<file path="config.mk">
export PLATFORM = sky130hd
export DESIGN_NAME = step_seg_sequencer
export DESIGN_NICKNAME = d
export VERILOG_FILES = /design/src/rtl/step_seg_sequencer.sv
export SDC_FILE = /design/constraint.sdc
export NUM_CORES = 1
export LEC_CHECK = 0
export BUFFER_PORTS_ARGS = -buffer_cell sky130_fd_sc_hd__buf_2
export CAP_MARGIN = 25
export CORE_MARGIN = 2
export CORE_UTILIZATION = 57
export DETAILED_ROUTE_END_ITERATION = 10
export PLACE_DENSITY = 0.89
export SETUP_SLACK_MARGIN = 0.1
export SYNTH_ARGS = -nofsm -noshare
export SYNTH_HDL_FRONTEND = slang
export SYNTH_SLANG_ARGS = --single-unit
</file>
<file path="constraint.sdc">
create_clock -name clk -period 3.35 [get_ports clk]
set_input_delay 0.67 -clock clk [delete_from_list [all_inputs] [get_ports clk]]
set_output_delay 0.67 -clock clk [all_outputs]
set_load 0.02 [all_outputs]
</file>
<file path="src/rtl/step_seg_sequencer.sv">
// Segment scheduler for acc_step_gen: queues (dt, steps) segments and
// issues gapless single-cycle load pulses, flagging starvation aborts.
module step_seg_sequencer #(
   parameter int DEPTH = 4
) (
   input  logic                     clk,
   input  logic                     reset,
   input  logic                     wr_stb,
   input  logic [31:0]              wr_dt,
   input  logic [31:0]              wr_steps,
   output logic                     wr_ready,
   input  logic                     start,
   input  logic                     stop,
   input  logic                     clear_err,
   output logic [31:0]              gen_dt_val,
   output logic [31:0]              gen_steps_val,
   output logic                     gen_load,
   input  logic                     gen_done,
   input  logic                     gen_abort,
   output logic [$clog2(DEPTH):0]   level,
   output logic                     busy,
   output logic [15:0]              seg_count,
   output logic                     err_underrun,
   output logic                     err_overflow,
   output logic                     err_bad_seg
);

   localparam int AW = $clog2(DEPTH);

   typedef enum logic [1:0] {
      IDLE,
      RUN,
      WAIT_DATA,
      ABORTED
   } state_t;

   state_t state, state_nx;

   logic [31:0]   dt_mem    [DEPTH];
   logic [31:0]   steps_mem [DEPTH];
   logic [AW-1:0] wr_ptr, rd_ptr;

   logic empty, full, bad_fields;
   logic push_ok, load, underrun_ev;

   assign full       = (level == (AW+1)'(DEPTH));
   assign empty      = (level == '0);
   assign wr_ready   = !full;
   assign bad_fields = (wr_dt == '0) || (wr_steps == '0);
   assign push_ok    = wr_stb && !full && !bad_fields && !stop;
   assign busy       = (state == RUN) || (state == WAIT_DATA);

   // A done that coincides with our own load pulse belongs to the
   // previous segment's handoff and is ignored, so loads never abut.
   always_comb begin
      state_nx    = state;
      load        = 1'b0;
      underrun_ev = 1'b0;
      if (stop) begin
         state_nx = IDLE;
      end else begin
         unique case (state)
            IDLE, ABORTED: begin
               if (start && !empty) begin
                  load     = 1'b1;
                  state_nx = RUN;
               end
            end
            RUN: begin
               if (gen_done && !gen_load) begin
                  if (!empty) load = 1'b1;
                  else        state_nx = WAIT_DATA;
               end
            end
            WAIT_DATA: begin
               if (!empty) begin
                  load     = 1'b1;
                  state_nx = RUN;
               end else if (gen_abort) begin
                  underrun_ev = 1'b1;
                  state_nx    = ABORTED;
               end
            end
            default: state_nx = IDLE;
         endcase
      end
   end

   always_ff @(posedge clk) begin
      if (push_ok) begin
         dt_mem[wr_ptr]    <= wr_dt;
         steps_mem[wr_ptr] <= wr_steps;
      end
   end

   always_ff @(posedge clk) begin
      if (reset) begin
         state         <= IDLE;
         wr_ptr        <= '0;
         rd_ptr        <= '0;
         level         <= '0;
         gen_load      <= 1'b0;
         gen_dt_val    <= '0;
         gen_steps_val <= '0;
         seg_count     <= '0;
      end else if (stop) begin
         state     <= IDLE;
         wr_ptr    <= '0;
         rd_ptr    <= '0;
         level     <= '0;
         gen_load  <= 1'b0;
         seg_count <= '0;
      end else begin
         state    <= state_nx;
         gen_load <= load;
         level    <= level + (AW+1)'(push_ok) - (AW+1)'(load);
         if (push_ok) wr_ptr <= wr_ptr + 1'b1;
         if (load) begin
            rd_ptr        <= rd_ptr + 1'b1;
            gen_dt_val    <= dt_mem[rd_ptr];
            gen_steps_val <= steps_mem[rd_ptr];
            seg_count     <= seg_count + 16'd1;
         end
      end
   end

   // Sticky flags: a new event in the same cycle beats clear_err.
   always_ff @(posedge clk) begin
      if (reset) begin
         err_underrun <= 1'b0;
         err_overflow <= 1'b0;
         err_bad_seg  <= 1'b0;
      end else begin
         err_underrun <= (err_underrun && !clear_err) || underrun_ev;
         err_overflow <= (err_overflow && !clear_err) || (wr_stb && full);
         err_bad_seg  <= (err_bad_seg && !clear_err)
                         || (wr_stb && bad_fields);
      end
   end

endmodule

</file>
==> results of run 1 <==
==> kinds of logic after synthesis <==
family / synth area share, %
buf+inv: 1.86
mux: 11.1
flops: 73.5
fa+ha+maj: 1.12
xor+xnor: 1.21
simple gates: 7.68
compound gates: 3.52
==> cell type report <==
| type | count | share of cell area (%) |
|---|---|---|
| clock inverter | 15 | 1.18 |
| clock buffer | 51 | 6.61 |
| multi-input combinational | 406 | 21.1 |
| timing repair buffer | 169 | 5.85 |
| antenna | 1 | 0.0164 |
| sequential | 349 | 62.6 |
| inverter | 13 | 0.320 |
| tap | 285 | 2.34 |
==> final timing paths <==
path / from / to / slack [ns] / cells past startpoint
max reg2reg: state[0]$_SDFFE_PP0P_ / level[2]$_SDFF_PP0_ / 0.57 / 13
min: wr_dt[1] / dt_mem[1][1]$_DFFE_PP_ / 0.39 / 1
min reg2reg: gen_dt_val[8]$_SDFFE_PP0P_ / gen_dt_val[8]$_SDFFE_PP0P_ / 0.45 / 2
max: state[0]$_SDFFE_PP0P_ / level[2]$_SDFF_PP0_ / 0.57 / 13
==> stage by stage <==
stage                     util, %  instance area, um2  worst slack, ns  std cells
after floorplan                 -               13000            0.233        807
after global placement       62.5               14100            0.122       1221
after global routing         67.8               15300            0.336       1288
final                        67.8               15300            0.565       1289
after CTS                    67.7               15200            0.567       1287
after detailed placement     62.5               14100           0.0828       1221
==> synth_stat cells <==
library cell / instances
nor4_1: 22
buf_4: 2
or2_2: 2
xnor2_1: 13
o21ai_1: 1
nand2_1: 141
or3_1: 2
edfxtp_1: 256
a2111o_1: 1
o211ai_1: 1
fa_1: 1
nor3_2: 1
a211o_1: 1
buf_6: 2
dfxtp_1: 93
and4b_1: 1
nand3b_1: 1
nor3_1: 4
buf_2: 19
and3_1: 6
inv_2: 1
and4_1: 1
o22a_1: 1
clkbuf_1: 16
o21ai_0: 4
nand3_1: 10
mux4_2: 64
xor2_1: 5
o22ai_1: 1
ha_1: 10
nor2b_1: 2
a211oi_1: 1
a32oi_1: 1
a21o_1: 1
inv_1: 12
nand4_1: 6
a21oi_1: 73
nor3b_1: 1
nand2b_1: 1
nor2_1: 26
==> per-layer routing <==
metal | share of wire (%) | GRT usage [%] | up-vias
met1 | 41 | 30.4 | 3771
li1 | - | - | 3398
met4 | 2.1 | 6.92 | 4
met3 | 6.5 | 4.04 | 41
met5 | 0.085 | 0 | -
met2 | 51 | 38.6 | 279
==> flip-flops by register name (all words and copies together) (netlist names) <==
name           cells
dt_mem           128
err_bad_seg        1
err_overflow       1
err_underrun       1
gen_dt_val        32
gen_load           1
gen_steps_val     32
level              3
rd_ptr             2
seg_count         16
state              2
steps_mem        128
wr_ptr             2
==> where the power goes <==
| group | total, uW | internal (uW) | switching, uW | leakage (uW) |
|---|---|---|---|---|
| logic | 306 | 110 | 196 | 0.00158 |
| registers | 4720 | 4700 | 25.1 | 0.00308 |
| clock network | 3980 | 2420 | 1560 | 0.000578 |
==> placed cells by master, fill, tap and decap left out, types with 3 or more instances in the layout <==
master | synthesis | final
clkinv_2 | 0 | 4
buf_2 | 19 | 160
o21ai_0 | 4 | 4
clkbuf_8 | 0 | 3
nand3_1 | 10 | 10
xnor2_1 | 13 | 13
nor2_1 | 26 | 26
bufinv_16 | 0 | 4
inv_1 | 12 | 12
nor4_1 | 22 | 22
xor2_1 | 5 | 5
nand4_1 | 6 | 6
ha_1 | 10 | 10
nor3_1 | 4 | 4
and3_4 | 0 | 4
nand2_1 | 141 | 141
mux4_2 | 64 | 64
dfxtp_1 | 93 | 91
clkbuf_16 | 0 | 37
buf_4 | 2 | 7
edfxtp_1 | 256 | 256
clkbuf_1 | 16 | 11
clkinv_1 | 0 | 4
a21oi_1 | 73 | 73
==> results.tsv, run 1 <==
metric	value	unit
GRT overflow	0	
Die Area	24000	um2
RSZ-0062 raised after global routing	false	
final setup TNS	0	ns
layout cells sized above 1	29.4	%
row count	55	
Hold Path Class	in2reg	
CTS H-tree lvls	2	
Post-route DRC	0	
clock root cell	clkbuf_16	
die height	155	um
# resized after CTS	0	
Max-cap violations	0	
YS warnings	0	
Hold Slack	0.395	ns
fmax	0.359	GHz
worst skew pair latency	0.50	ns
Max Slew Vio Count	0	
status	completed	
crit path cell chain	inv_1 > ha_1 > nor2b_1 > a2111o_2 > inv_2 > ha_1 > inv_1 > ha_1 > inv_1 > fa_1 > xor2_1 > xnor2_1 > nor2_1	
cell family with most CP delay	adder cells	
clock-pin slew on the worst setup and hold paths	0.06	ns
worst stage delay on the critical path	0.46	ns
first-pass GRT wire length	41.8	mm
Num CTS Buffers	36	
CTS Sinks	349	
Period minus WS final	2.78	ns
final setup skew	0.0246	ns
first-pass detailed-route iteration total	5	
effective utilization at floorplan	57.7	%
peak supply drop	0.448	mV
Yosys top cell area share	59.2	%
syn_nets	890	
Total GRT Usage	22.7	%
initial antenna violation count	3	
Yosys top cell by area	edfxtp_1	
# setup viols final	0	
Synth area leaders	edfxtp_1 (59%), dfxtp_1 (14%), mux4_2 (11%)	
io pins	161	
post-DP HPWL	15.6	mm
element type at the critical path start	flop	
DRT Wirelength	27.0	mm
area of the mapped netlist	13000	um2
routed vias	7493	
fill cell count	1467	
Layout area overhead	17.5	%
worst endpoint required time	3.71	ns
WP buf/inv	4	
Multi-input gate area	3220	um2
Nets	1058	
post-synthesis instance total	807	
sequential cell area	9560	um2
nature of the critical path endpoint	flop	
PwrDens	590	nW/um2
core area	22500	um2
post-route ant nets	0	
vias in the first global route	7656	
sequential area share after synthesis	73.5	%
Routed wire per std cell	20.9	um
CTS tree	built	
PortBufs	160	
Die X-Extent	155	um
largest net degree at the start of global routing	70	
setup bufs post-CTS	0	
Least-Margin Pin Slew	1.04	ns
DR vias/cell	5.81	
Clock Tree Buf Depth	3	
Critical Path Fanout Max	4	
Slew Limit Headroom	30.6	%
Overall Power	9010	uW
final-report hold violation count	0	
Syn Area/Cell	16.1	um2
critical path class	reg2reg	
Worst Path Arrival	3.14	ns
Placer Congestion	0.798	
Hold-fix buffers, CTS	0	
Pleak	0.00524	uW
CP max stage cell	a2111o_2	
Starting DRT DRC Count	646	
number of synthesized register bits	349	
Yosys cell types	40	
Final Cycle Share	83.1	%
Note: power is estimated with default switching activity, not from simulation.
==> inputs of run 2 (changes only) <==
==> constraint.sdc (replaced) <==
create_clock -name clk -period 2.7 [get_ports clk]
set_input_delay 0.54 -clock clk [delete_from_list [all_inputs] [get_ports clk]]
set_output_delay 0.54 -clock clk [all_outputs]
set_load 0.02 [all_outputs]
==> results.tsv, run 2 (synthesis gave the netlist of run 1 again) <==
metric	value	unit	change
CTS Sinks	349		unchanged
fmax	0.392	GHz	
Reg power frac	53.7	%	+1.2 points
Starting DRT DRC Count	728		+13%
effective utilization at floorplan	57.7	%	unchanged
Worst Path Arrival	2.92	ns	-0.22 ns
worst endpoint required time	3.07	ns	-0.64 ns
clock-pin slew on the worst setup and hold paths	0.06	ns	about the same
layout cells sized above 1	36.2	%	+6.8 points
critical path class	in2reg		
final setup TNS	0	ns	unchanged
Period minus WS final	2.55	ns	
Placer Congestion	0.788		-1.3%
Hold Slack	0.275	ns	-0.119 ns
final-report hold violation count	0		unchanged
largest net degree at the start of global routing	70		unchanged
die height	155	um	unchanged
# setup viols final	0		unchanged
met2 Use GR	39.9	%	+1.2 points
CP max stage cell	nor4_2		
post-route ant nets	0		unchanged
Num CTS Buffers	35		-2.8%
Final Cycle Share	94.4	%	
Comb power frac	4.4	%	+1.0 points
io pins	161		unchanged
met1 Use GR	30.7	%	+0.33 points
Max Slew Vio Count	0		unchanged
DRT Wirelength	28.0	mm	+4.0%
nature of the critical path endpoint	flop		
P_int	8700	uW	+20%
Total GRT Usage	23.3	%	+0.62 points
crit path from	wr_dt[17]		
GRT overflow	0		unchanged
Worst Min Path Start	wr_steps[17]		
cell family with most CP delay	simple AND/OR/NAND/NOR gates		
crit path cell chain	buf_2 > nor4_2 > nand4_1 > buf_4 > o22ai_2 > nor2_1 > inv_1 > ha_4 > inv_2 > ha_4 > inv_2 > fa_2 > xor2_2 > xnor2_1 > nor2_1		
Clock Tree Buf Depth	3		unchanged
CTS H-tree lvls	2		unchanged
Layout area overhead	22.9	%	
Routed wire per std cell	20.6	um	-1.7%
Hold Path Class	in2reg		
most frequent cells in the layout	edfxtp_1 (256), buf_2 (160), nand2_1 (141)		
# placed instances	1292		+5.8%
sw power	2220	uW	+24%
Layout Cells excl Fill	1363		+5.7%
core area	22500	um2	unchanged
most common cell after layout, fill and taps aside	edfxtp_1		
WP buf/inv	5		+1
routed vias	7816		+4.3%
Least-Margin Pin Slew	0.855	ns	-0.186 ns
met3 GRT Util	4.12	%	+0.084 points
global routing's busiest layer	met2		
worst stage delay on the critical path	0.43	ns	-0.03 ns
first-pass GRT wire length	43.0	mm	+2.8%
row count	55		unchanged
Nets	1133		+7.1%
first-pass detailed-route iteration total	5		unchanged
DR vias/cell	5.73		-1.4%
Pleak	0.00560	uW	+7.0%
RSZ-0062 raised after global routing	true		
Hold-fix buffers, CTS	0		unchanged
Die Area	24000	um2	unchanged
status	completed		
CTS tree	built		
peak supply drop	0.616	mV	+38%
Crit Reg-Reg Startpoint	state[0]$_SDFFE_PP0P_		
vias in the first global route	7973		+4.1%
Sw Ratio	20.3	%	+0.52 points
Clk pwr share	42.0	%	-2.1 points
Critical Path Fanout Max	5		+1
PwrDens	684	nW/um2	+16%
element type at the critical path start	input pin		
clock root cell	clkbuf_16		
PortBufs	160		unchanged
final setup skew	0.0132	ns	-0.0114 ns
initial antenna violation count	3		unchanged
Slew Limit Headroom	43.0	%	+12 points
Post-route DRC	0		unchanged
Top Registers	dt_mem x128, steps_mem x128		
Die X-Extent	155	um	unchanged
worst skew pair latency	0.51	ns	about the same
post-DP HPWL	16.5	mm	+6.3%
Max-cap violations	0		unchanged
-- run 2: cell type report --
class	instances	area, um2
multi-input cells	406	3340
repair buffers	245	1580
clock inverters	14	131
diodes	1	2.50
clock buffers	50	952
fillers	1384	6530
inverters	13	48.8
well taps	285	357
flip-flops and latches	349	9560
-- run 2: stage by stage --
stage / util (%) / setup WS (ns) / area, um2 / power, uW
detailed placement: 65.5 / -0.386 / 14700 / 6430
global placement: 65.5 / -0.336 / 14700 / 6410
CTS: 70.3 / 0.103 / 15800 / 11000
global route: 71.0 / 0.0459 / 16000 / 11200
finish: 71.0 / 0.152 / 16000 / 10900
floorplan: - / 0.103 / 13000 / 6170
-- run 2: timing repair --
item                       CTS  global route
gates resized for setup      1            22
pin swaps                    1             8
setup endpoints to repair    1             2
setup buffers                2             4
-- run 2: metal layers --
metal | vias to the layer above | routed length [um]
li1 | 3552 | -
met2 | 278 | 14300
met3 | 39 | 1710
met5 | - | 29
met4 | 4 | 556
met1 | 3943 | 11500
-- run 2: final timing paths --
kind	end	slack, ns	depth (start not counted)
max	level[2]$_SDFF_PP0_	0.15	15
min	steps_mem[2][17]$_DFFE_PP_	0.28	1
max reg2reg	level[2]$_SDFF_PP0_	0.19	13
min reg2reg	gen_steps_val[1]$_SDFFE_PP0P_	0.45	2
-- run 2: power by group through the flow --
stage | combinational (uW) | sequential [uW] | clock, uW
6_report | 476 | 5860 | 4580
5_1_grt | 514 | 5860 | 4850
4_1_cts | 463 | 5860 | 4650
3_5_place_dp | 457 | 5970 | 0
3_3_place_gp | 440 | 5970 | 0
2_1_floorplan | 175 | 5990 | 0
==> inputs of run 3 (changes only) <==
--- a/config.mk
+++ b/config.mk
@@ -10,6 +10,7 @@
 export CORE_MARGIN = 2
 export CORE_UTILIZATION = 57
 export DETAILED_ROUTE_END_ITERATION = 10
+export MAX_ROUTING_LAYER = met4
 export PLACE_DENSITY = 0.89
 export SETUP_SLACK_MARGIN = 0.1
 export SYNTH_ARGS = -nofsm -noshare
==> results.tsv, run 3 (synthesis gave the netlist of run 1 again) <==
metric	value	unit	change
status	completed		
Max Slew Vio Count	0		unchanged
Max-cap violations	0		unchanged
critical path class	in2reg		
# setup viols final	0		unchanged
fill cell count	1385		+0.072%
Total GRT Usage	24.1	%	+0.73 points
Hold Path Class	in2reg		
final setup TNS	0	ns	unchanged
layout cells sized above 1	36.2	%	unchanged
reg2reg path depth	13		unchanged
effective utilization at floorplan	57.7	%	unchanged
Die X-Extent	155	um	unchanged
Area after DPL	14700	um2	unchanged
worst endpoint required time	3.07	ns	about the same
RSZ-0062 raised after global routing	true		
Top Registers	dt_mem x128, steps_mem x128		
nature of the critical path endpoint	flop		
first-pass GRT wire length	43.0	mm	about the same
clock root cell	clkbuf_16		
Placer Congestion	0.799		+1.4%
# placed instances	1292		unchanged
setup ws final	0.164	ns	+0.0123 ns
Worst Min Path Start	wr_steps[17]		
Slew Limit Headroom	43.8	%	+0.82 points
peak supply drop	0.619	mV	+0.59%
most frequent cells in the layout	edfxtp_1 (256), buf_2 (160), nand2_1 (141)		
CTS H-tree lvls	2		unchanged
DR vias/cell	5.74		about the same
Reg power frac	53.6	%	about the same
clock-pin slew on the worst setup and hold paths	0.06	ns	about the same
crit path cell chain	buf_2 > nor4_2 > nand4_1 > buf_4 > o22ai_2 > nor2_1 > inv_1 > ha_4 > inv_2 > ha_4 > inv_2 > fa_2 > xor2_2 > xnor2_1 > nor2_1		
fmax	0.394	GHz	+0.49%
Final Cycle Share	93.9	%	-0.46 points
P_int	8700	uW	about the same
Least-Margin Pin Slew	0.843	ns	-0.0123 ns
Worst Path Arrival	2.91	ns	about the same
DRT Wirelength	27.9	mm	-0.34%
Pleak	0.00560	uW	about the same
worst skew pair latency	0.52	ns	about the same
Layout area overhead	23.0	%	about the same
largest net degree at the start of global routing	70		unchanged
post-DP HPWL	16.5	mm	unchanged
CP max stage cell	nor4_2		
worst stage delay on the critical path	0.42	ns	about the same
most common cell after layout, fill and taps aside	edfxtp_1		
routed vias	7837		+0.27%
reg2reg setup slack	0.19	ns	about the same
PwrDens	684	nW/um2	about the same
Crit Reg-Reg Startpoint	state[0]$_SDFFE_PP0P_		
sw power	2220	uW	+0.22%
Starting DRT DRC Count	695		-4.5%
Routed wire per std cell	20.4	um	-0.56%
Sw Ratio	20.3	%	+0.036 points
Setup WS pre-CTS	-0.386	ns	unchanged
Worst Hold End	steps_mem[2][17]$_DFFE_PP_		
Period minus WS final	2.54	ns	-0.0123 ns
Critical Path Fanout Max	5		unchanged
post-route ant nets	0		unchanged
FF-to-FF End	level[2]$_SDFF_PP0_		
Comb power frac	4.4	%	about the same
PortBufs	160		unchanged
CTS Sinks	349		unchanged
Clock Tree Buf Depth	3		unchanged
post-route cell area	16000	um2	about the same
final setup skew	0.0177	ns	+0.00446 ns
Hold Crit Depth	1		unchanged
vias in the first global route	7967		-0.075%
final-report hold violation count	0		unchanged
core area	22500	um2	unchanged
Layout Cells excl Fill	1366		+0.22%
Post-route DRC	0		unchanged
element type at the critical path start	input pin		
io pins	161		unchanged
final core utilization	71.0	%	about the same
Num CTS Buffers	35		unchanged
first-pass detailed-route iteration total	5		unchanged
Clk pwr share	42.0	%	about the same
die height	155	um	unchanged
GRT overflow	0		unchanged
row count	55		unchanged
initial antenna violation count	3		unchanged
Nets	1133		unchanged
CTS tree	built		
Die Area	24000	um2	unchanged
-- run 3: worst max-delay path: cells and delay by family --
family,cells,cell delay [ns]
compound gates,1,0.19
xor+xnor,2,0.28
fa+ha+maj,3,0.68
buf+inv,5,0.50
simple gates,4,0.70
-- run 3: worst max path at each step --
stage / start / end / slack [ns]
after floorplan: state[0]$_SDFFE_PP0P_ / level[2]$_SDFF_PP0_ / 0.10
after global placement: wr_steps[24] / level[2]$_SDFF_PP0_ / -0.34
after detailed placement: wr_dt[1] / level[2]$_SDFF_PP0_ / -0.39
after CTS: wr_dt[17] / level[2]$_SDFF_PP0_ / 0.10
after global routing: wr_dt[17] / level[2]$_SDFF_PP0_ / 0.05
final: wr_dt[17] / level[2]$_SDFF_PP0_ / 0.16
-- run 3: power groups by stage --
stage / Sequential [uW] / Clock [uW] / Combinational, uW
floorplan: 5990 / 0 / 175
global placement: 5970 / 0 / 440
detailed placement: 5970 / 0 / 457
CTS: 5860 / 4650 / 463
global route: 5860 / 4850 / 514
finish: 5860 / 4590 / 476
-- run 3: through the flow --
step	hold slack, ns	power [uW]
global placement	0.438	6410
global route	0.265	11200
finish	0.277	10900
CTS	0.256	11000
floorplan	0.463	6170
detailed placement	0.447	6430
-- run 3: metal layers --
layer | global-route usage [%] | part of all wire, % | up-vias
li1 | - | - | 3554
met4 | 7.94 | 2.1 | 0
met1 | 30.9 | 40 | 3920
met2 | 39.9 | 51 | 322
met3 | 3.90 | 6.8 | 41
met5 | - | 0 | -
-- run 3: layout make-up --
cell class              instances  area, um2  share of cell area, %
multi-input cells             406       3340                   20.9
well taps                     285        357                   2.23
clock inverters                14        131                  0.822
inverters                      13       48.8                  0.305
flip-flops and latches        349       9560                   59.9
diodes                          4       10.0                 0.0627
repair buffers                245       1580                   9.87
clock buffers                  50        952                   5.96
-- run 3: repair_timing --
action                                  CTS  global route
hold buffers                              0             0
buffers inserted                          2             4
endpoints found under the setup margin    1             2
pin swaps                                 1             8
gates resized for setup                   1            22
